[config.mk]
export PLATFORM = sky130hd
export DESIGN_NAME = wb_arbiter_2m
export DESIGN_NICKNAME = d
export VERILOG_FILES = /design/src/rtl/wb_arbiter_2m.sv
export SDC_FILE = /design/constraint.sdc
export NUM_CORES = 1
export LEC_CHECK = 0
export ABC_AREA = 1
export BUFFER_PORTS_ARGS = -buffer_cell sky130_fd_sc_hd__buf_2
export CORE_AREA = 2 2 126 128
export DETAILED_ROUTE_END_ITERATION = 7
export DIE_AREA = 0 0 128 130
export GPL_TIMING_DRIVEN = 0
export PLACE_DENSITY = 0.51
export SKIP_LAST_GASP = 1
export SYNTH_ARGS = -nofsm -noshare
export SYNTH_HDL_FRONTEND = slang
export SYNTH_SLANG_ARGS = --single-unit
[constraint.sdc]
create_clock -name clk_i -period 2.2 [get_ports clk_i]
set_input_delay 0.22 -clock clk_i [delete_from_list [all_inputs] [get_ports clk_i]]
set_output_delay 0.22 -clock clk_i [all_outputs]
set_load 0.01 [all_outputs]
[src/rtl/wb_arbiter_2m.sv]
// wb_arbiter_2m: two-master Wishbone B4 pipelined arbiter in front of one slave port.
// Round-robin grant held for a whole master cycle, outstanding-transfer counting
// with saturation at 15, and a timeout abort for hung cycles.
module wb_arbiter_2m #(
    parameter int unsigned ADDR_WIDTH = 32,
    parameter int unsigned DATA_WIDTH = 32,
    parameter int unsigned TIMEOUT    = 1024
) (
    input  logic                      clk_i,
    input  logic                      rst_i,

    input  logic                      m0_cyc_i,
    input  logic                      m0_stb_i,
    input  logic                      m0_we_i,
    input  logic [ADDR_WIDTH-1:0]     m0_adr_i,
    input  logic [DATA_WIDTH/8-1:0]   m0_sel_i,
    input  logic [DATA_WIDTH-1:0]     m0_dat_i,
    output logic [DATA_WIDTH-1:0]     m0_dat_o,
    output logic                      m0_ack_o,
    output logic                      m0_err_o,
    output logic                      m0_stall_o,

    input  logic                      m1_cyc_i,
    input  logic                      m1_stb_i,
    input  logic                      m1_we_i,
    input  logic [ADDR_WIDTH-1:0]     m1_adr_i,
    input  logic [DATA_WIDTH/8-1:0]   m1_sel_i,
    input  logic [DATA_WIDTH-1:0]     m1_dat_i,
    output logic [DATA_WIDTH-1:0]     m1_dat_o,
    output logic                      m1_ack_o,
    output logic                      m1_err_o,
    output logic                      m1_stall_o,

    output logic                      s_cyc_o,
    output logic                      s_stb_o,
    output logic                      s_we_o,
    output logic [ADDR_WIDTH-1:0]     s_adr_o,
    output logic [DATA_WIDTH/8-1:0]   s_sel_o,
    output logic [DATA_WIDTH-1:0]     s_dat_o,
    input  logic [DATA_WIDTH-1:0]     s_dat_i,
    input  logic                      s_ack_i,
    input  logic                      s_err_i,
    input  logic                      s_stall_i,

    output logic [1:0]                owner_o,
    output logic                      timeout_o
);

    localparam int unsigned SEL_W   = DATA_WIDTH / 8;
    localparam int unsigned CNT_W   = 4;
    localparam int unsigned TO_W    = (TIMEOUT > 0) ? $clog2(TIMEOUT + 1) : 1;
    localparam int unsigned TO_LAST = (TIMEOUT > 0) ? TIMEOUT - 1 : 0;
    localparam logic [CNT_W-1:0] CNT_MAX = CNT_W'(15);

    typedef enum logic [1:0] {
        S_IDLE  = 2'd0,
        S_OWN   = 2'd1,
        S_ABORT = 2'd2
    } state_e;

    typedef struct packed {
        logic                  cyc;
        logic                  stb;
        logic                  we;
        logic [ADDR_WIDTH-1:0] adr;
        logic [SEL_W-1:0]      sel;
        logic [DATA_WIDTH-1:0] dat;
    } wb_req_t;

    state_e           state_q, state_d;
    logic             owner_q, owner_d;
    logic             last_q, last_d;
    logic [CNT_W-1:0] out_cnt_q, out_cnt_d;
    logic [TO_W-1:0]  to_cnt_q, to_cnt_d;

    wb_req_t          m0_req, m1_req, own_req;
    logic             sat, resp, to_fire, accept, dec, grant;

    // Bundle each master's request for a single owner mux.
    assign m0_req = '{cyc: m0_cyc_i, stb: m0_stb_i, we: m0_we_i,
                      adr: m0_adr_i, sel: m0_sel_i, dat: m0_dat_i};
    assign m1_req = '{cyc: m1_cyc_i, stb: m1_stb_i, we: m1_we_i,
                      adr: m1_adr_i, sel: m1_sel_i, dat: m1_dat_i};

    // Read data is broadcast; only ack/err are steered to the owner.
    assign m0_dat_o = s_dat_i;
    assign m1_dat_o = s_dat_i;

    // Owner request selection and per-cycle status flags.
    always_comb begin
        own_req = owner_q ? m1_req : m0_req;
        sat     = (out_cnt_q == CNT_MAX);
        resp    = s_ack_i | s_err_i;
        to_fire = (TIMEOUT > 0) && (state_q == S_OWN) && own_req.cyc &&
                  (out_cnt_q != '0) && !resp && (to_cnt_q == TO_W'(TO_LAST));
    end

    // Next-state, counter updates and all bus outputs.
    always_comb begin
        state_d    = state_q;
        owner_d    = owner_q;
        last_d     = last_q;
        out_cnt_d  = out_cnt_q;
        to_cnt_d   = to_cnt_q;
        grant      = 1'b0;
        accept     = 1'b0;
        dec        = 1'b0;

        s_cyc_o    = 1'b0;
        s_stb_o    = 1'b0;
        s_we_o     = 1'b0;
        s_adr_o    = '0;
        s_sel_o    = '0;
        s_dat_o    = '0;
        m0_stall_o = 1'b1;
        m1_stall_o = 1'b1;
        m0_ack_o   = 1'b0;
        m0_err_o   = 1'b0;
        m1_ack_o   = 1'b0;
        m1_err_o   = 1'b0;
        owner_o    = 2'b00;
        timeout_o  = 1'b0;

        case (state_q)
            S_IDLE: begin
                if (m0_cyc_i || m1_cyc_i) begin
                    // On a tie the master that did not win last time goes first.
                    grant     = (m0_cyc_i && m1_cyc_i) ? ~last_q : m1_cyc_i;
                    owner_d   = grant;
                    last_d    = grant;
                    out_cnt_d = '0;
                    to_cnt_d  = '0;
                    state_d   = S_OWN;
                end
            end

            S_OWN: begin
                s_cyc_o = own_req.cyc & ~to_fire;
                s_stb_o = own_req.stb & ~sat & ~to_fire;
                s_we_o  = own_req.we;
                s_adr_o = own_req.adr;
                s_sel_o = own_req.sel;
                s_dat_o = own_req.dat;
                owner_o = owner_q ? 2'b10 : 2'b01;

                if (owner_q) begin
                    m1_stall_o = s_stall_i | sat;
                    m1_ack_o   = s_ack_i;
                    m1_err_o   = s_err_i | to_fire;
                end else begin
                    m0_stall_o = s_stall_i | sat;
                    m0_ack_o   = s_ack_i;
                    m0_err_o   = s_err_i | to_fire;
                end

                accept = s_stb_o & ~s_stall_i;
                // A response with nothing outstanding must not underflow the count.
                dec    = resp && (out_cnt_q != '0);
                case ({accept, dec})
                    2'b10:   out_cnt_d = out_cnt_q + CNT_W'(1);
                    2'b01:   out_cnt_d = out_cnt_q - CNT_W'(1);
                    default: out_cnt_d = out_cnt_q;
                endcase

                if ((TIMEOUT == 0) || resp || (out_cnt_q == '0)) begin
                    to_cnt_d = '0;
                end else begin
                    to_cnt_d = to_cnt_q + TO_W'(1);
                end

                if (!own_req.cyc) begin
                    // Master ended its cycle: any outstanding transfers are abandoned.
                    state_d   = S_IDLE;
                    out_cnt_d = '0;
                    to_cnt_d  = '0;
                end else if (to_fire) begin
                    timeout_o = 1'b1;
                    state_d   = S_ABORT;
                    out_cnt_d = '0;
                    to_cnt_d  = '0;
                end
            end

            S_ABORT: begin
                state_d   = S_IDLE;
                out_cnt_d = '0;
                to_cnt_d  = '0;
            end

            default: begin
                state_d   = S_IDLE;
                out_cnt_d = '0;
                to_cnt_d  = '0;
            end
        endcase
    end

    // State and counter registers; last resets to m1 so m0 wins the first tie.
    always_ff @(posedge clk_i or posedge rst_i) begin
        if (rst_i) begin
            state_q   <= S_IDLE;
            owner_q   <= 1'b0;
            last_q    <= 1'b1;
            out_cnt_q <= '0;
            to_cnt_q  <= '0;
        end else begin
            state_q   <= state_d;
            owner_q   <= owner_d;
            last_q    <= last_d;
            out_cnt_q <= out_cnt_d;
            to_cnt_q  <= to_cnt_d;
        end
    end

endmodule

==> metrics.md <==
| Metric | Value |
|---|---|
| Placed cell areas | `4051 um^2` |
| WHS | `0.07623 ns` |
| TritonCTS Buffers | `3` |
| Vias per std cell | `4.075` |
| Synth-to-Final Area Change | `82.71%` |
| Number of fill cells | `1734` |
| Number of synthesized register bits | `19` |
| Largest net degree at the start of global routing | `20` |
| Clock-pin slew on the worst setup and hold paths | `0.06 ns` |
| Clock Tree Root | `clkbuf_16` |
| Area of the multi-input gates | `1284 um^2` |
| Internal | `2.156 mW` |
| Post-synthesis net count | `495` |
| Area of the core | `15420 um^2` |
| Max IR drop VDD | `0.3962 mV` |
| Worst setup SP type | `flop` |
| Final setup TNS | `0 ns` |
| Tmin final | `2.121 ns` |
| Design area | `4312 um^2` |
| Clock Path Buffers | `2` |
| Syn_area_per_cell | `7.539 um^2` |
| Io pins | `323` |
| Fmax | `0.4715 GHz` |
| Clock sinks | `19` |
| CP most frequent cell | `nand2_1` |
| Slowest CP cell | `dfrtp_1` |
| WL/cell | `15.75 um` |
| Share of layout cells above drive strength 1 | `65.70%` |
| Initial antenna violation count | `0` |
| Unrepaired setup endpoints after global routing | `yes` |
| DRT iter0 DRCs | `65` |
| Ant diodes | `0` |
| Synth unique cells | `30` |
| Global Route Usage Sum | `13.20%` |
| H-tree depth | `1` |
| Register area share after synthesis | `20.20%` |
| Leak pwr | `2.589 nW` |
| DRT Wirelength | `12760 um` |
| Clk pwr share | `9.0%` |
| Sequential Area | `476.7 um^2` |
| PwrDens | `987.1 nW/um^2` |
| Hold Path Class | `in2async` |
| HPWL after detailed placement | `11080 um` |
| # DRC | `0` |
| Comb pwr share | `79.4%` |
| CP Capture Type | `flop` |
| Final hold vios | `0` |
| Yosys warns | `0` |
| Pre-CTS setup slack | `-0.2479 ns` |
| Switch Pwr | `2.100 mW` |
| DRT antenna net count | `0` |
| Overflow after GRT | `0` |
| Max Cap Viol | `0` |
| Placer Congestion | `0.8027` |
| Worst path cell trace | `ha_2, nand2_1, nor2_4, nand3_4, nor2_4, nand2_4, nand3_4, nand2_4, inv_4, ha_4, nand4_1, nand2_1, inv_1, nand3_1, nand3_1, nand2_1` |
| Required @ worst endpoint | `2.34 ns` |
| Actual slew at the worst max-slew pin | `0.7193 ns` |
| Vias in the first global route | `2902` |
| Switch share | `49.35%` |
| Hold buffers post-CTS | `0` |
| Post-Syn Instances | `313` |
| Die Area | `16640 um^2` |
| Critical path class | `reg2reg` |
| Mapped Area | `2360 um^2` |
| Post-layout util | `27.95%` |
| Clk_lat worst skew | `0.25 ns` |
| Relative slew slack | `52.00%` |
| Critical path fanouts, max | `4` |
| Nets | `801` |
| FP Rows | `46` |
| Arrival @ worst endpoint | `2.26 ns` |
| Final slew viol count | `0` |
| Status | `finished, final reports clean` |
| CTS tree | `yes` |
| DIE HEIGHT | `130 um` |
| Setup Viol. Count Final | `0` |
| Die width | `128 um` |
| Initial DRT Pass Iterations | `4` |
| Final worst-path cycle share | `96.40%` |
| Slowest stage delay, CP | `0.37 ns` |
| First-pass GRT wire length | `16950 um` |
| Starting Density | `15.30%` |
| Worst Setup Slack, final | `0.07918 ns` |
| Via Count | `3301` |
| Final Skew | `0.003163 ns` |
| Reg power frac | `11.6%` |
| Number of port buffers | `290` |
## layout make-up
cell class	instances	area share, %
clock buffer	3	1.741
timing repair buffer	301	35.87
inverter	33	2.931
buffer	78	12.88
multi-input combinational	183	29.77
sequential	19	11.06
clock inverter	1	0.1741
tap	192	5.572
## metrics by stage
stage	total power, mW	cells
2_1_floorplan	2.364	313
3_3_place_gp	3.703	795
3_5_place_dp	3.673	795
4_1_cts	4.254	806
5_1_grt	4.625	810
6_report	4.256	810
## critical path, delay by kind of cell, from the launching register on
kind                     cells  cell delay, ns
AND/OR/NAND/NOR             12            1.10
adder cells (fa/ha/maj)      2            0.39
buffers and inverters        2            0.14
flip-flops                   1            0.37
## registers in the layout, indices dropped and copies added (netlist names)
signal / cells
to_cnt_q: 11
owner_q: 1
last_q: 1
out_cnt_q: 4
state_q: 2
## synthesized netlist by cell type
master / number / area (um^2)
a22o_1: 69 / 604.3
buf_4: 64 / 480.5
nand2_1: 41 / 153.9
inv_1: 27 / 101.4
dfrtp_1: 18 / 450.4
nor2_1: 17 / 63.81
nand3_1: 13 / 65.06
buf_2: 8 / 40.04
xor2_1: 7 / 61.31
clkbuf_1: 6 / 22.52
o21ai_1: 6 / 30.03
inv_2: 5 / 18.77
o22ai_1: 4 / 25.02
ha_1: 3 / 37.54
nand2_2: 3 / 18.77
nor2_2: 3 / 18.77
nor3_1: 3 / 15.01
nand3_2: 2 / 20.02
nand4_1: 2 / 12.51
xnor2_1: 2 / 17.52
a21oi_1: 1 / 5.000
a31oi_1: 1 / 6.260
a32o_1: 1 / 10.01
clkinv_1: 1 / 3.750
dfstp_2: 1 / 26.28
nor2_4: 1 / 11.26
nor3_4: 1 / 16.27
o21ai_0: 1 / 5.000
o31ai_2: 1 / 12.51
or2_1: 1 / 6.260
## per-layer routing
metal  GRT usage (%)  up-vias  routed length [um]
li1                -     1633                   -
met1           18.08     1506                5432
met2           21.08      156                5949
met3           4.018        6                1276
met4           1.681        0                 100
met5               0        -                   0
## cells in the final DEF, fill, tap and decap left out, drive strengths merged, types with 7 or more instances in the layout
cell,synthesis,routed
a22o,69,69
buf,72,372
clkbuf,6,10
dfrtp,18,18
inv,32,33
nand2,44,44
nand3,15,15
nor2,21,21
o21ai,7,7
xor2,7,7
## cell families (layout without fill, tap and decap cells)
logic type | Yosys count | count (layout) | synth area share, %
compound gates | 84 | 84 | 29.59
fa+ha+maj | 3 | 3 | 1.591
flops | 19 | 19 | 20.20
buf+inv | 111 | 416 | 28.26
xor+xnor | 9 | 9 | 3.341
simple gates | 87 | 87 | 17.02
## power by group through the flow
stage / combinational, mW / clock [mW] / sequential [mW]
2_1_floorplan: 1.89 / 0 / 0.472
6_report: 3.38 / 0.383 / 0.494
3_3_place_gp: 3.21 / 0 / 0.491
3_5_place_dp: 3.18 / 0 / 0.492
5_1_grt: 3.71 / 0.409 / 0.502
4_1_cts: 3.37 / 0.391 / 0.491
## path summary, 6_finish.rpt
| path | to | start | depth (start not counted) | slack (ns) |
|---|---|---|---|---|
| hold reg to reg | last_q | last_q | 2 | 0.46 |
| max in group asynchronous | out_cnt_q[3] | rst_i | 2 | 1.67 |
| min in group clk_i | last_q | m1_cyc_i | 3 | 0.24 |
| hold / removal | to_cnt_q[9] | rst_i | 2 | 0.08 |
| setup / recovery | out_cnt_q[3] | to_cnt_q[1] | 16 | 0.08 |
| setup reg to reg | out_cnt_q[3] | to_cnt_q[1] | 16 | 0.08 |
## repair_timing
action                                  4_1_cts  5_1_grt
pin swaps                                     2        5
endpoints found under the setup margin       78       46
buffers inserted                              7        4
gates resized for setup                       8       19
(Power assumes the default switching activity.)
